===== src/rtl/mips_cpu_div_pkg.sv =====
// Shared definitions for the MIPS DIV/DIVU iterative divider.
// Provides the controller state type, the operand width and the number of
// restoring steps per division, plus a sign-magnitude helper.
package mips_cpu_div_pkg;

   localparam int DATA_W         = 32;
   localparam int DIV_ITERATIONS = 32;
   localparam int CNT_W          = 6;

   typedef enum logic [1:0] {
      IDLE = 2'd0,
      RUN  = 2'd1,
      FIX  = 2'd2,
      DONE = 2'd3
   } div_state_t;

   // Absolute value of a two's-complement operand when treated as signed;
   // the most negative value maps onto itself, which is the correct unsigned
   // magnitude 2^(DATA_W-1).
   function automatic logic [DATA_W-1:0] magnitude(input logic signed [DATA_W-1:0] v,
                                                   input logic                     is_signed);
      logic signed [DATA_W-1:0] neg;
      neg = -v;
      return (is_signed && v[DATA_W-1]) ? $unsigned(neg) : $unsigned(v);
   endfunction

endpackage


===== src/rtl/mips_cpu_div_step.sv =====
// One restoring shift-subtract step of an unsigned division.
// Ports:
//   rem_in  - partial remainder before the step (always < divisor, or any
//             value when divisor is zero)
//   bit_in  - next dividend bit shifted into the partial remainder
//   divisor - divisor magnitude
//   rem_out - partial remainder after the step
//   q_bit   - quotient bit produced by this step
module mips_cpu_div_step
   import mips_cpu_div_pkg::*;
(
   input  logic [DATA_W-1:0] rem_in,
   input  logic              bit_in,
   input  logic [DATA_W-1:0] divisor,
   output logic [DATA_W-1:0] rem_out,
   output logic              q_bit
);

   logic [DATA_W:0] shifted;
   logic [DATA_W:0] diff;

   // The shifted remainder needs one extra bit: 2*rem+1 can exceed DATA_W bits.
   always_comb begin
      shifted = {rem_in, bit_in};
      diff    = shifted - {1'b0, divisor};
      q_bit   = (shifted >= {1'b0, divisor});
      rem_out = q_bit ? diff[DATA_W-1:0] : shifted[DATA_W-1:0];
   end

endmodule


===== src/rtl/mips_cpu_divider.sv =====
// MIPS DIV/DIVU multi-cycle divider (restoring, one quotient bit per cycle).
// Operands are latched as magnitudes on an accepted start, 32 steps run in
// RUN, signs are restored in FIX, and results are registered on entry to
// DONE with a one-cycle done pulse.
// Ports:
//   clk, reset          - clock and synchronous active-high reset
//   start               - request a division (accepted only while busy=0)
//   sign                - 1 = signed DIV, 0 = unsigned DIVU
//   dividend, divisor   - operands, captured with start
//   busy                - high while in RUN or FIX
//   done                - one-cycle pulse when quotient/remainder update
//   quotient, remainder - LO / HI results, held between completions
// Build option: define MIPS_DIV_ZERO_FAST_EN to finish a divide-by-zero in
// one cycle without ever raising busy.
module mips_cpu_divider
   import mips_cpu_div_pkg::*;
(
   input  logic              clk,
   input  logic              reset,
   input  logic              start,
   input  logic              sign,
   input  logic [DATA_W-1:0] dividend,
   input  logic [DATA_W-1:0] divisor,
   output logic              busy,
   output logic              done,
   output logic [DATA_W-1:0] quotient,
   output logic [DATA_W-1:0] remainder
);

`ifdef MIPS_DIV_ZERO_FAST_EN
   localparam bit ZERO_FAST = 1'b1;
`else
   localparam bit ZERO_FAST = 1'b0;
`endif

   div_state_t        state;
   logic [CNT_W-1:0]  count;
   logic [DATA_W-1:0] rem_work;
   logic [DATA_W-1:0] quo_work;
   logic [DATA_W-1:0] dsr_work;
   logic              neg_quo;
   logic              neg_rem;
   logic              dsr_zero;
   logic [DATA_W-1:0] step_rem;
   logic              step_bit;

   function automatic logic [DATA_W-1:0] apply_sign(input logic [DATA_W-1:0] mag,
                                                    input logic              neg);
      logic signed [DATA_W-1:0] s;
      s = signed'(mag);
      return neg ? $unsigned(-s) : $unsigned(s);
   endfunction

   mips_cpu_div_step u_step (
      .rem_in  (rem_work),
      .bit_in  (quo_work[DATA_W-1]),
      .divisor (dsr_work),
      .rem_out (step_rem),
      .q_bit   (step_bit)
   );

   always_ff @(posedge clk) begin
      if (reset) begin
         state     <= IDLE;
         busy      <= 1'b0;
         done      <= 1'b0;
         quotient  <= '0;
         remainder <= '0;
         count     <= '0;
      end else begin
         done <= 1'b0;
         case (state)
            IDLE, DONE: begin
               if (start) begin
                  if (ZERO_FAST && divisor == '0) begin
                     quotient  <= '1;
                     remainder <= dividend;
                     done      <= 1'b1;
                     state     <= DONE;
                  end else begin
                     // The dividend register doubles as the quotient shift
                     // register: its MSB feeds each step, the new bit enters at the LSB.
                     quo_work <= magnitude(dividend, sign);
                     dsr_work <= magnitude(divisor, sign);
                     rem_work <= '0;
                     neg_quo  <= sign & (dividend[DATA_W-1] ^ divisor[DATA_W-1]);
                     neg_rem  <= sign & dividend[DATA_W-1];
                     dsr_zero <= (divisor == '0);
                     count    <= '0;
                     busy     <= 1'b1;
                     state    <= RUN;
                  end
               end else begin
                  state <= IDLE;
               end
            end
            RUN: begin
               rem_work <= step_rem;
               quo_work <= {quo_work[DATA_W-2:0], step_bit};
               count    <= count + CNT_W'(1);
               if (count == CNT_W'(DIV_ITERATIONS - 1)) state <= FIX;
            end
            FIX: begin
               // Divide-by-zero yields all-ones regardless of operand signs;
               // the remainder magnitude is then the dividend itself.
               quotient  <= dsr_zero ? '1 : apply_sign(quo_work, neg_quo);
               remainder <= apply_sign(rem_work, neg_rem);
               busy      <= 1'b0;
               done      <= 1'b1;
               state     <= DONE;
            end
            default: state <= IDLE;
         endcase
      end
   end

endmodule


===== config.mk =====
export PLATFORM = sky130hd
export DESIGN_NAME = mips_cpu_divider
export DESIGN_NICKNAME = d
export VERILOG_FILES = /design/src/rtl/mips_cpu_div_pkg.sv /design/src/rtl/mips_cpu_div_step.sv /design/src/rtl/mips_cpu_divider.sv
export SDC_FILE = /design/constraint.sdc
export NUM_CORES = 1
export LEC_CHECK = 0
export ABC_AREA = 1
export CORE_UTILIZATION = 45
export CTS_CLUSTER_DIAMETER = 150
export DETAILED_ROUTE_END_ITERATION = 10
export GPL_ROUTABILITY_DRIVEN = 1
export PLACE_DENSITY = 0.78
export SLEW_MARGIN = 30
export SYNTH_ARGS = -nofsm -noshare
export SYNTH_HDL_FRONTEND = slang
export SYNTH_SLANG_ARGS = --single-unit

===== constraint.sdc =====
create_clock -name clk -period 8.6 [get_ports clk]
set_input_delay 0.86 -clock clk [delete_from_list [all_inputs] [get_ports clk]]
set_output_delay 0.86 -clock clk [all_outputs]
set_load 0.03 [all_outputs]

==> impl_metrics.toml <==
[run_status]
status = "complete, no violations"

[timing]
clock_skew_ns = 0.0147
max_slew_margin = 0.435
max_clock_freq_mhz = 314
hold_violations = 0
tightest_slew_ns = 0.848
rsz0062_at_grt = "no"
fin_setup_tns_ns = 0
setup_viol = 0
drv_slew = 0
min_period_ns = 3.18
min_period_over_period = 0.370

[floorplan]
std_cell_rows = 61
die_w_um = 171
die_h_um = 171
io_pins = 134
initial_core_util = 0.459
dieArea_um2 = 29200
core_area_um2 = 27900

[critical_path]
critical-path-max-stage-delay_ns = 0.63
critPathRequiredTime_ns = 8.78
critical_path.top_delay_family = "simple AND/OR/NAND/NOR gates"
slowest_stage = "nor2_4"
crit_fanout = 33
worst_setup_path_start_kind = "flop"
worstRegToRegCells = 11
path_buf_inv = 3
crit_path_cell_trace = "ha_1, a21oi_1, inv_1, nor2_1, inv_1, nand2_1, inv_1, nor2_4, nand2_4, nand3_1, nand2_1"
reg2reg_slack_ns = 5.42
crit_cells = 11
crit_path_end_kind = "flop"
crit_top_cell = "inv_1"
crit_type = "flop to flop"
cp_data_arrival_time_ns = 3.36

[clock_tree]
cts_setup_buffers = 0
cts_hold_buf = 0
numCtsBuffers = 17
cts.sinks = 173
cts_buffer_depth = 2
ctsResizeCount = 0
htree_levels = 4
tritoncts = "yes"
clkTransAtPathRegs_ns = 0.08
root_buffer = "clkbuf_16"
insertion_delay_ns = 0.44

[drt]
drt_wl_total_um = 37600
vias_per_cell = 5.28
drc_errors = 0
antenna_left = 0
wire_per_inst_um = 15.2
drt_iter0_markers = 1124
drt_first_pass_iters = 6
via_count = 13009

[pwr]
peakVddDrop_v = 0.000188
power.leakage_nw = 7.11
cellPowerDensity_nw_per_um2 = 294

[synthesis]
synth.avg_cell_area_um2 = 6.51
ys_ff_latch = 173
synth_area_um2 = 12800
netlist_instances = 1970
synth-async-reset-ratio = 0
synth_ff_type = "edfxtp_1"
synth_edf_count = 99
yosys.cell_types.count = 46
yosys_warnings = 0
synth_nets = 2078
seq_area_frac_synth = 0.347

[cells_and_area]
nets = 2183
fillers = 2813
fin_util = 0.539
syn_to_final_growth_pct = 17.5
n_antenna_cell = 0
drive_gt1_frac = 0.0445

[worst_hold_path]
min_path_type = "flop to flop"
hold_path_depth = 2

[grt]
grt_pass1_wl_um = 59000
antenna_found_initial = 0
grt_max_degree = 86
grt.total_usage = 0.259
overflow = 0
first_global_vias = 11385

[run]
maxCapViolations = 0

[placed_design]
routabilityCongestion = 0.979
io_buffers = 133
dp_hpwl_um = 29800
cell usage in the layout, fill, tap and decap left out, types with 33 or more instances in the layout:
cell	n
a21oi_1	69
clkdlybuf4s50_1	133
dfxtp_1	74
edfxtp_1	99
ha_1	38
inv_1	295
nand2_1	633
nand3_1	184
nand4_1	54
nor2_1	183
nor3_1	33
o21ai_0	94
xor2_1	40
worst paths after layout:
path | start | end
worst max-delay path | rem_work[27] | rem_work[16]
worst min-delay path | remainder[6] | remainder[6]
worst max register to register | rem_work[27] | rem_work[16]
worst min register to register | remainder[6] | remainder[6]
cells by family (layout without fill, tap and decap cells):
| group | count (synthesis) | count (layout) | synth area share |
|---|---|---|---|
| AO/OA/AOI/OAI | 200 | 200 | 0.0851 |
| flip-flops | 173 | 173 | 0.347 |
| adder cells (fa/ha/maj) | 40 | 40 | 0.0396 |
| AND/OR/NAND/NOR | 1147 | 1147 | 0.383 |
| XOR/XNOR | 52 | 52 | 0.0355 |
| buffers and inverters | 358 | 476 | 0.109 |
power by group:
group / leakage [nW] / total [mW] / switching (mW) / internal, mW
logic: 5.26 / 2.16 / 1.46 / 0.710
registers: 1.54 / 1.44 / 0.255 / 1.18
clock network: 0.310 / 0.830 / 0.360 / 0.469
total: 7.11 / 4.43 / 2.07 / 2.36
per-stage QoR:
step                area (um^2)  std cells  power, mW  hold slack [ns]  setup slack [ns]
CTS                       15100       2466       4.41            0.453              5.47
floorplan                 12800       1970       2.89            0.451              2.61
detailed placement        14400       2434       3.57            0.439              5.38
finish                    15100       2466       4.43            0.450              5.42
global placement          14400       2434       3.53            0.437              5.40
global route              15100       2466       4.74            0.468              5.19
Yosys cell counts (2+ instances only):
cell type | count | area share
inv_1 | 295 | 0.086
o21a_1 | 3 | 0.0018
nor2_2 | 12 | 0.0059
ha_1 | 39 | 0.038
dfxtp_1 | 74 | 0.12
buf_2 | 11 | 0.0043
a31oi_1 | 3 | 0.0015
o21ai_0 | 94 | 0.037
nor3_1 | 34 | 0.013
edfxtp_1 | 99 | 0.23
nand2_1 | 633 | 0.19
buf_6 | 4 | 0.0035
clkbuf_1 | 29 | 0.0085
a22o_1 | 4 | 0.0027
nor2_1 | 186 | 0.054
o21ai_1 | 7 | 0.0027
a211oi_1 | 2 | 0.0012
o31ai_1 | 6 | 0.0035
clkinv_1 | 2 | 0.00059
inv_2 | 6 | 0.0018
xnor2_1 | 12 | 0.0082
and2_1 | 5 | 0.0024
buf_1 | 8 | 0.0023
nor4_1 | 5 | 0.0024
nand3b_1 | 5 | 0.0029
nand3_2 | 5 | 0.0039
a21oi_1 | 69 | 0.027
o211ai_1 | 6 | 0.0035
nand4_1 | 54 | 0.026
or2_2 | 9 | 0.0044
buf_4 | 3 | 0.0018
nand2_2 | 8 | 0.0039
nand3_1 | 184 | 0.072
nand2_4 | 2 | 0.0018
nor3_2 | 2 | 0.0016
xor2_1 | 40 | 0.027
layout make-up:
| cell class | instances | area (um^2) | share of cell area |
|---|---|---|---|
| Clock buffer | 20 | 478 | 0.0317 |
| Sequential cell | 173 | 4450 | 0.296 |
| Timing Repair Buffer | 141 | 1390 | 0.0923 |
| Tap cell | 378 | 473 | 0.0314 |
| Multi-Input combinational cell | 1439 | 6990 | 0.464 |
| Clock inverter | 12 | 144 | 0.00955 |
| Inverter | 303 | 1140 | 0.0755 |
worst register-to-register path: cells and delay by family, from the launching register on:
family / cells / cell delay (ns)
buffers and inverters: 3 / 0.19
AND/OR/NAND/NOR: 6 / 1.60
AO/OA/AOI/OAI: 1 / 0.23
adder cells (fa/ha/maj): 1 / 0.40
flip-flops: 1 / 0.49
metal layers:
| layer | track usage | routed length [um] | vias up |
|---|---|---|---|
| met1 | 0.392 | 18100 | 5892 |
| met4 | 0.0834 | 902 | 0 |
| li1 | - | - | 6543 |
| met2 | 0.367 | 15100 | 519 |
| met3 | 0.0463 | 3470 | 55 |
| met5 | 0 | 0 | - |
sequential cells by signal, indices dropped and copies added (netlist names):
register   cells
quotient      32
done           1
quo_work      32
neg_rem        1
state          2
dsr_work      32
dsr_zero       1
count          6
busy           1
rem_work      32
neg_quo        1
remainder     32
Note: power is estimated with default switching activity, not from simulation.
